===== src/rtl/inst_encode.sv =====
// inst_encode: packs decoded-form RV32I operations into 32-bit instruction
// words and queues them, each tagged with an incrementing instruction-memory
// word address, for the program loader. Illegal beats are dropped and counted.
//
// Ports:
//   clk, rst_n          clock (rising edge), synchronous active-low reset
//   flush               synchronous clear of FIFO and address counter
//   in_valid/in_ready   input handshake; in_ready never depends on out_ready
//   in_kind             0 R-ALU, 1 I-ALU, 2 LUI, 3 JAL, 4 JALR, 5 BRANCH,
//                       6 LW, 7 SW, 8 AUIPC
//   in_alu_func         0 add .. 9 sra (same encoding as the decoder)
//   in_br_func          0 beq .. 5 bgeu
//   in_rd/rs1/rs2/imm   operand fields
//   out_valid/out_ready output handshake at FIFO head
//   out_inst, out_addr  encoded word and its word address (zero when empty)
//   err                 one-cycle pulse after an illegal beat was accepted
//   inst_count          legal beats encoded (saturating)
//   err_count           illegal beats dropped (saturating)
module inst_encode #(
    parameter int unsigned DEPTH     = 4,
    parameter int unsigned ADDR_W    = 10,
    parameter int unsigned BASE_ADDR = 0
) (
    input  logic              clk,
    input  logic              rst_n,
    input  logic              flush,
    input  logic              in_valid,
    output logic              in_ready,
    input  logic [3:0]        in_kind,
    input  logic [3:0]        in_alu_func,
    input  logic [2:0]        in_br_func,
    input  logic [4:0]        in_rd,
    input  logic [4:0]        in_rs1,
    input  logic [4:0]        in_rs2,
    input  logic [31:0]       in_imm,
    output logic              out_valid,
    input  logic              out_ready,
    output logic [31:0]       out_inst,
    output logic [ADDR_W-1:0] out_addr,
    output logic              err,
    output logic [15:0]       inst_count,
    output logic [7:0]        err_count
);

    localparam int unsigned PTR_W = $clog2(DEPTH);
    localparam int unsigned CNT_W = PTR_W + 1;
    localparam logic [CNT_W-1:0] FULL = CNT_W'(DEPTH);

    typedef enum logic [3:0] {
        K_RALU   = 4'd0,
        K_IALU   = 4'd1,
        K_LUI    = 4'd2,
        K_JAL    = 4'd3,
        K_JALR   = 4'd4,
        K_BRANCH = 4'd5,
        K_LW     = 4'd6,
        K_SW     = 4'd7,
        K_AUIPC  = 4'd8
    } kind_e;

    kind_e       kind;
    logic [2:0]  alu_f3;
    logic [6:0]  alu_f7;
    logic        alu_ok;
    logic        is_shift;
    logic [2:0]  br_f3;
    logic        br_ok;
    logic        s12_ok;
    logic        s13_ok;
    logic        s21_ok;
    logic [31:0] enc_inst;
    logic        enc_legal;

    assign kind = kind_e'(in_kind);

    // Immediate range checks: all bits above the sign bit must match it.
    assign s12_ok = (&in_imm[31:11]) | ~(|in_imm[31:11]);
    assign s13_ok = (&in_imm[31:12]) | ~(|in_imm[31:12]);
    assign s21_ok = (&in_imm[31:20]) | ~(|in_imm[31:20]);

    always_comb begin
        alu_f3   = 3'b000;
        alu_f7   = 7'b0000000;
        alu_ok   = 1'b1;
        is_shift = 1'b0;
        case (in_alu_func)
            4'd0: ;
            4'd1: alu_f7 = 7'b0100000;
            4'd2: alu_f3 = 3'b111;
            4'd3: alu_f3 = 3'b110;
            4'd4: alu_f3 = 3'b100;
            4'd5: alu_f3 = 3'b010;
            4'd6: alu_f3 = 3'b011;
            4'd7: begin alu_f3 = 3'b001; is_shift = 1'b1; end
            4'd8: begin alu_f3 = 3'b101; is_shift = 1'b1; end
            4'd9: begin alu_f3 = 3'b101; alu_f7 = 7'b0100000; is_shift = 1'b1; end
            default: alu_ok = 1'b0;
        endcase
    end

    always_comb begin
        br_f3 = 3'b000;
        br_ok = 1'b1;
        case (in_br_func)
            3'd0: br_f3 = 3'b000;
            3'd1: br_f3 = 3'b001;
            3'd2: br_f3 = 3'b100;
            3'd3: br_f3 = 3'b101;
            3'd4: br_f3 = 3'b110;
            3'd5: br_f3 = 3'b111;
            default: br_ok = 1'b0;
        endcase
    end

    always_comb begin
        enc_inst  = '0;
        enc_legal = 1'b0;
        case (kind)
            K_RALU: begin
                enc_inst  = {alu_f7, in_rs2, in_rs1, alu_f3, in_rd, 7'b0110011};
                enc_legal = alu_ok;
            end
            K_IALU: begin
                if (is_shift) begin
                    enc_inst  = {alu_f7, in_imm[4:0], in_rs1, alu_f3, in_rd, 7'b0010011};
                    enc_legal = ~(|in_imm[31:5]);
                end else begin
                    enc_inst  = {in_imm[11:0], in_rs1, alu_f3, in_rd, 7'b0010011};
                    enc_legal = alu_ok && (in_alu_func != 4'd1) && s12_ok;
                end
            end
            K_LUI: begin
                enc_inst  = {in_imm[31:12], in_rd, 7'b0110111};
                enc_legal = ~(|in_imm[11:0]);
            end
            K_AUIPC: begin
                enc_inst  = {in_imm[31:12], in_rd, 7'b0010111};
                enc_legal = ~(|in_imm[11:0]);
            end
            K_JAL: begin
                enc_inst  = {in_imm[20], in_imm[10:1], in_imm[11], in_imm[19:12],
                             in_rd, 7'b1101111};
                enc_legal = s21_ok && !in_imm[0];
            end
            K_JALR: begin
                enc_inst  = {in_imm[11:0], in_rs1, 3'b000, in_rd, 7'b1100111};
                enc_legal = s12_ok;
            end
            K_BRANCH: begin
                enc_inst  = {in_imm[12], in_imm[10:5], in_rs2, in_rs1, br_f3,
                             in_imm[4:1], in_imm[11], 7'b1100011};
                enc_legal = br_ok && s13_ok && !in_imm[0];
            end
            K_LW: begin
                enc_inst  = {in_imm[11:0], in_rs1, 3'b010, in_rd, 7'b0000011};
                enc_legal = s12_ok;
            end
            K_SW: begin
                enc_inst  = {in_imm[11:5], in_rs2, in_rs1, 3'b010, in_imm[4:0], 7'b0100011};
                enc_legal = s12_ok;
            end
            default: ;
        endcase
    end

    logic [31:0]       inst_mem_q [DEPTH];
    logic [ADDR_W-1:0] addr_mem_q [DEPTH];
    logic [PTR_W-1:0]  wr_ptr_q;
    logic [PTR_W-1:0]  rd_ptr_q;
    logic [CNT_W-1:0]  count_q;
    logic [ADDR_W-1:0] addr_q;
    logic              err_q;
    logic [15:0]       inst_cnt_q;
    logic [7:0]        err_cnt_q;
    logic              accept;
    logic              push;
    logic              pop;

    assign in_ready  = rst_n && !flush && (count_q != FULL);
    assign accept    = in_valid && in_ready;
    assign push      = accept && enc_legal;
    assign out_valid = (count_q != '0);
    assign pop       = out_valid && out_ready;

    // Head is masked to zero when empty so stale entries never leak out.
    assign out_inst   = out_valid ? inst_mem_q[rd_ptr_q] : '0;
    assign out_addr   = out_valid ? addr_mem_q[rd_ptr_q] : '0;
    assign err        = err_q;
    assign inst_count = inst_cnt_q;
    assign err_count  = err_cnt_q;

    always_ff @(posedge clk) begin
        if (push) begin
            inst_mem_q[wr_ptr_q] <= enc_inst;
            addr_mem_q[wr_ptr_q] <= addr_q;
        end
    end

    always_ff @(posedge clk) begin
        if (!rst_n) begin
            wr_ptr_q   <= '0;
            rd_ptr_q   <= '0;
            count_q    <= '0;
            addr_q     <= ADDR_W'(BASE_ADDR);
            err_q      <= 1'b0;
            inst_cnt_q <= '0;
            err_cnt_q  <= '0;
        end else begin
            err_q <= accept && !enc_legal;
            if (accept && !enc_legal && (err_cnt_q != '1))
                err_cnt_q <= err_cnt_q + 1'b1;
            if (push && (inst_cnt_q != '1))
                inst_cnt_q <= inst_cnt_q + 1'b1;
            if (flush) begin
                wr_ptr_q <= '0;
                rd_ptr_q <= '0;
                count_q  <= '0;
                addr_q   <= ADDR_W'(BASE_ADDR);
            end else begin
                if (push) begin
                    wr_ptr_q <= wr_ptr_q + 1'b1;
                    addr_q   <= addr_q + 1'b1;
                end
                if (pop)
                    rd_ptr_q <= rd_ptr_q + 1'b1;
                case ({push, pop})
                    2'b10:   count_q <= count_q + 1'b1;
                    2'b01:   count_q <= count_q - 1'b1;
                    default: ;
                endcase
            end
        end
    end

endmodule


===== config.mk =====
export PLATFORM = sky130hd
export DESIGN_NAME = inst_encode
export DESIGN_NICKNAME = d
export VERILOG_FILES = /design/src/rtl/inst_encode.sv
export SDC_FILE = /design/constraint.sdc
export NUM_CORES = 1
export LEC_CHECK = 0
export ABC_AREA = 1
export CAP_MARGIN = 20
export CELL_PAD_IN_SITES_DETAIL_PLACEMENT = 1
export CELL_PAD_IN_SITES_GLOBAL_PLACEMENT = 1
export CORE_MARGIN = 2
export CORE_UTILIZATION = 45
export DETAILED_ROUTE_END_ITERATION = 6
export DONT_BUFFER_PORTS = 1
export PLACE_DENSITY = 0.77
export SYNTH_ARGS = -nofsm -noshare
export SYNTH_HDL_FRONTEND = slang
export SYNTH_SLANG_ARGS = --single-unit
export TNS_END_PERCENT = 30

===== constraint.sdc =====
create_clock -name clk -period 8.6 [get_ports clk]
set_input_delay 1.72 -clock clk [delete_from_list [all_inputs] [get_ports clk]]
set_output_delay 1.72 -clock clk [all_outputs]
set_load 0.01 [all_outputs]

==> results of run 1 <==
[report_power, final]
group          total [W]  switching [W]  internal (W)  leakage, nW
sequential       0.00109     0.00000323       0.00109         1.91
clock           0.000969       0.000386      0.000583        0.350
combinational  0.0000717      0.0000540     0.0000177         1.74
[cell usage in the layout, fill, tap and decap left out, types with 2 or more instances in the layout]
cell       instances
nor2_4             9
clkbuf_1          10
inv_1             77
nand2_1          160
nor2_2             4
nor3_1             6
inv_2             10
clkbuf_16         23
a22o_1             3
xor2_1             6
nor3_2             2
buf_4              9
bufinv_16          3
edfxtp_1         164
clkinv_2           2
a21oi_1           62
xnor2_1            7
nand2_2            4
nor2_1           259
o21ai_0          109
dfxtp_1           43
o211ai_1           8
nand3_1           61
nand4_1           18
clkinv_1           4
ha_1              10
[metal layers]
layer,vias up,part of all wire,GRT usage
li1,3638,-,-
met5,-,0,0
met1,3812,0.43,0.309
met4,0,0.027,0.0819
met3,58,0.059,0.0533
met2,179,0.48,0.407
[cells by family after synthesis]
kind of cell	synth area share
xor gates and xnor gates	0.0116
buffers and inverters	0.0554
AOI/OAI and AO/OA	0.102
DFF	0.590
and+or+nand+nor	0.226
adders and majority gates	0.0147
[sequential cells by signal, summed over array words and instances, names as in the netlist, named ones only]
| register | count |
|---|---|
| addr_q | 10 |
| count_q | 3 |
| inst_count | 16 |
| inst_mem_q | 124 |
| rd_ptr_q | 2 |
| wr_ptr_q | 2 |
| err_count | 8 |
| err | 1 |
| addr_mem_q | 40 |
[layout make-up]
cell class,instances,area [sq um]
Clock buffer,33,613
Fill cell,2483,10800
Timing Repair Buffer,9,67.6
Antenna cell,1,2.50
Multi-Input combinational cell,744,3520
Clock inverter,8,111
Sequential cell,208,5810
Tap cell,280,350
Inverter,89,337
[through the flow]
stage | area [sq um] | std cells | setup slack (ns) | hold WS [ns] | power [W]
finish | 10800 | 1372 | 3.91 | 0.478 | 0.00213
global route | 10800 | 1371 | 3.69 | 0.510 | 0.00219
CTS | 10800 | 1371 | 3.93 | 0.484 | 0.00215
detailed placement | 10100 | 1330 | 3.86 | 0.476 | 0.00118
global placement | 10100 | 1330 | 3.92 | 0.465 | 0.00118
floorplan | 9840 | 1085 | 3.57 | 0.436 | 0.00116
[worst min-delay path, delay by kind of cell, from the launching register on]
| kind | cells | cell delay [ns] |
|---|---|---|
| flops | 1 | 0.30 |
| compound gates | 1 | 0.07 |
| buf+inv | 1 | 0.06 |
[worst max-delay path by stage]
stage,endpoint,start,cells past startpoint
final,out_inst[29],flip-flop,5
after global routing,out_inst[29],flip-flop,5
after CTS,out_inst[29],flip-flop,5
after detailed placement,addr_mem_q[1][5],rst_n,9
after global placement,addr_mem_q[1][4],rst_n,9
after floorplan,addr_mem_q[0][0],rst_n,10
==> impl_metrics.json, run 1 <==
{
  "worstPathCellList": "buf_4 > inv_2 > buf_4 > o21ai_0 > a21oi_1",
  "syn-instance-count": 1085,
  "ir_worst_vdd_mv": 0.114,
  "grt.total_usage": 0.241,
  "reg2reg_slack_ns": 5.50,
  "root_buffer": "clkbuf_16",
  "relSlewSlack": 0.347,
  "postCtsHoldBufs": 0,
  "die_w_microns": 152,
  "drtIter0Drc": 511,
  "fmax_mhz": 213,
  "io_pins": 132,
  "core_region_area_sq_um": 21600,
  "final_max_slew_viol_count": 0,
  "dp_hpwl_microns": 18900,
  "ys_top_cells_by_count": "nor2_1, edfxtp_1, nand2_1, o21ai_0, inv_1",
  "clk_latency_ns": 0.51,
  "layout_min_cycle_time_ns": 4.69,
  "netlist.area_leader.share": 0.500,
  "ys_ff_latch": 208,
  "setup_viol": 0,
  "area_delta_synth_final_pct": 9.88,
  "power.density_nw_per_um2": 197,
  "timing.final.crit_share": 0.545,
  "path_delay_family": "buffers and inverters",
  "grt_max_degree": 84,
  "routed_via_density": 5.60,
  "numClockSinks": 208,
  "fin_util": 0.500,
  "num_rows": 54,
  "seq_area_frac_synth": 0.590,
  "io_buffers": 0,
  "ys_top_cells_by_area": "edfxtp_1, nor2_1, dfxtp_1",
  "cts_tree": "done",
  "regToRegEndpoint": "addr_mem_q[1][9]",
  "fin_nets": 1149,
  "rsz0062_at_grt": "false",
  "tns_ns": 0,
  "cap_viol_max_count": 0,
  "grt_first_pass_wirelength_microns": 44200,
  "synth_nets": 1159,
  "p_leak_nw": 4.00,
  "die_y_microns": 152,
  "synth_async_sr_flop_share": 0,
  "clock_skew_ns": 0.0193,
  "r2r_cells": 7,
  "path_class": "flip-flop to output port",
  "path_max_fanout": 83,
  "hold-path-cell-count": 2,
  "required_ns": 6.88,
  "worstSetupEndpointType": "output port",
  "startpoint_type": "flip-flop",
  "cts_buffers": 23,
  "clkTransAtPathRegs_ns": 0.05,
  "worst-path-buf-inv": 3,
  "synth.avg_cell_area_sq_um": 9.07,
  "synthesis.area_sq_um": 9840,
  "synth_edf_count": 164,
  "routedWlPerCell_microns": 20.5,
  "ys_warn_count": 0,
  "ys_types": 43,
  "detail-route-antenna-nets": 0,
  "r2r_start": "count_q[1]",
  "start_util": 0.455,
  "hold_viol_final": 0,
  "drt_first_pass_iters": 4,
  "cp_slowest_cell": "buf_4",
  "worst_path_largest_cell_delay_ns": 0.60,
  "overflow": 0,
  "drc": 0,
  "antenna_found_initial": 0,
  "design.die.area_sq_um": 23100,
  "post_cts_buffers": 0,
  "synth_flop_cell": "edfxtp_1",
  "gp_congestion": 0.890,
  "first_global_vias": 8050,
  "routed_wl_microns": 28200,
  "status": "complete, no violations",
  "h-tree-depth": 1,
  "holdCritStartpoint": "rd_ptr_q[1]",
  "tightest_slew_ns": 0.979,
  "routed-via-count": 7687,
  "arrival_ns": 2.97,
  "yosysMostFrequentCell": "nor2_1",
  "synth_top_cell_by_area": "edfxtp_1",
  "clockBufferDepth": 3,
  "hold_path.class": "flip-flop to flip-flop",
  "crit_top_cell": "buf_4",
  "cts_resized": 0,
  "drive_gt1_frac": 0.0669
}
(Power assumes the default switching activity.)
==> run 2, diff against run 1 <==
==> constraint.sdc (replaced) <==
create_clock -name clk -period 4.7 [get_ports clk]
set_input_delay 0.94 -clock clk [delete_from_list [all_inputs] [get_ports clk]]
set_output_delay 0.94 -clock clk [all_outputs]
set_load 0.01 [all_outputs]
==> impl_metrics.json, run 2 (synthesized netlist as in run 1, its figures left out) <==
{
  "cap_viol_max_count": 0,
  "timing.final.crit_share": 0.739,
  "area_delta_synth_final_pct": 10.3,
  "drtIter0Drc": 478,
  "sequentialPowerShare": 0.512,
  "grt_max_degree": 83,
  "cp_slowest_cell": "buf_4",
  "final_max_slew_viol_count": 0,
  "arrival_ns": 2.53,
  "dp_hpwl_microns": 19300,
  "internal_power_w": 0.00308,
  "power.density_nw_per_um2": 359,
  "first_global_vias": 7974,
  "die_y_microns": 152,
  "r2r_start": "count_q[2]",
  "io_pins": 132,
  "root_buffer": "clkbuf_16",
  "num_rows": 54,
  "gp_congestion": 0.861,
  "drt_first_pass_iters": 5,
  "wl_met1_microns": 12100,
  "rsz0062_at_grt": "false",
  "relSlewSlack": 0.393,
  "grt.total_usage": 0.244,
  "tightest_slew_ns": 0.911,
  "worst_path_largest_cell_delay_ns": 0.68,
  "p_leak_nw": 4.02,
  "wl_met2_microns": 13700,
  "worstSetupEndpointType": "output port",
  "num_antenna_cells": 0,
  "io_buffers": 0,
  "path_max_fanout": 82,
  "antenna_found_initial": 0,
  "status": "complete, no violations",
  "layout_min_cycle_time_ns": 3.47,
  "clkPwrFrac": 0.453,
  "hold_path.class": "flip-flop to flip-flop",
  "overflow": 0,
  "drc": 0,
  "cts_tree": "done",
  "path_class": "flip-flop to output port",
  "cts_resized": 0,
  "routed_via_density": 5.63,
  "clkTransAtPathRegs_ns": 0.06,
  "switching_share": 0.210,
  "fin_nets": 1151,
  "nFillCells": 2512,
  "drive_gt1_frac": 0.0706,
  "core_region_area_sq_um": 21600,
  "start_util": 0.455,
  "comb_power_share": 0.035,
  "design.die.area_sq_um": 23100,
  "detail-route-antenna-nets": 0,
  "post_cts_buffers": 0,
  "power.switching_w": 0.000820,
  "grt_first_pass_wirelength_microns": 44400,
  "required_ns": 3.76,
  "clk_latency_ns": 0.51,
  "die_w_microns": 152,
  "routed_wl_microns": 28700,
  "layout_common_cells": "nor2_1, edfxtp_1, nand2_1",
  "postCtsHoldBufs": 0,
  "cts_buffers": 23,
  "routed-via-count": 7709,
  "finalPower_w": 0.00390,
  "crit_top_cell": "nor2_1",
  "startpoint_type": "flip-flop",
  "h-tree-depth": 1,
  "ir_worst_vdd_mv": 0.197,
  "tns_ns": 0,
  "clockBufferDepth": 3,
  "routedWlPerCell_microns": 20.9,
  "worstPathCellList": "buf_4 > nor2_1 > nor2_1 > o21ai_0 > a21oi_1",
  "setup_viol": 0,
  "wl_met3_microns": 1930,
  "largest_reg_flops": 124,
  "final_common_cell": "nor2_1",
  "hold_viol_final": 0,
  "numClockSinks": 208,
  "regMostFlops": "inst_mem_q",
  "clock_skew_ns": 0.0113,
  "fmax_mhz": 288,
  "holdCritStartpoint": "rd_ptr_q[1]",
  "top_layer_used": "met4"
}
==> run 2: power by group through the flow <==
| stage | sequential [W] | combinational [W] | clock [W] |
|---|---|---|---|
| final | 0.00200 | 0.000135 | 0.00177 |
| after global routing | 0.00200 | 0.000150 | 0.00186 |
| after CTS | 0.00200 | 0.000133 | 0.00179 |
| after detailed placement | 0.00204 | 0.000132 | 0 |
| after global placement | 0.00204 | 0.000128 | 0 |
| after floorplan | 0.00203 | 0.0000947 | 0 |
==> run 2: layout make-up <==
cell class,count,area (sq um),share of cell area
Clock buffer,27,591,0.0544
Clock inverter,11,131,0.0121
Inverter,89,337,0.0310
Timing Repair Buffer,11,115,0.0106
Multi-Input combinational cell,744,3520,0.325
Sequential cell,208,5810,0.535
Tap cell,280,350,0.0323
==> run 2: critical path, delay by kind of cell (launching register included) <==
family                 cells  cell delay [ns]
AO/OA/AOI/OAI              2             0.67
flip-flops                 1             0.33
AND/OR/NAND/NOR            2             0.31
buffers and inverters      1             0.68
==> run 2: worst paths after layout <==
check                end  slack (ns)  cells past startpoint
min          rd_ptr_q[1]        0.49                      2
min reg2reg  rd_ptr_q[1]        0.49                      2
max          out_inst[0]        1.23                      5
max reg2reg   count_q[1]        2.17                     11
==> run 2: stage by stage <==
step | hold slack, ns | instances | setup slack [ns] | cell area (sq um) | utilization
6_report | 0.487 | 1370 | 1.23 | 10900 | 0.502
5_1_grt | 0.524 | 1370 | 1.10 | 10900 | 0.502
4_1_cts | 0.496 | 1369 | 1.18 | 10800 | 0.501
3_5_place_dp | 0.484 | 1331 | 0.906 | 10100 | 0.467
3_3_place_gp | 0.450 | 1331 | 0.993 | 10100 | 0.467
2_1_floorplan | 0.436 | 1085 | 0.450 | 9840 | -
==> run 2: routing by layer <==
layer,vias to the layer above,global-route usage
met4,0,0.0863
met3,67,0.0570
met2,244,0.414
met1,3773,0.306
met5,-,0
li1,3625,-
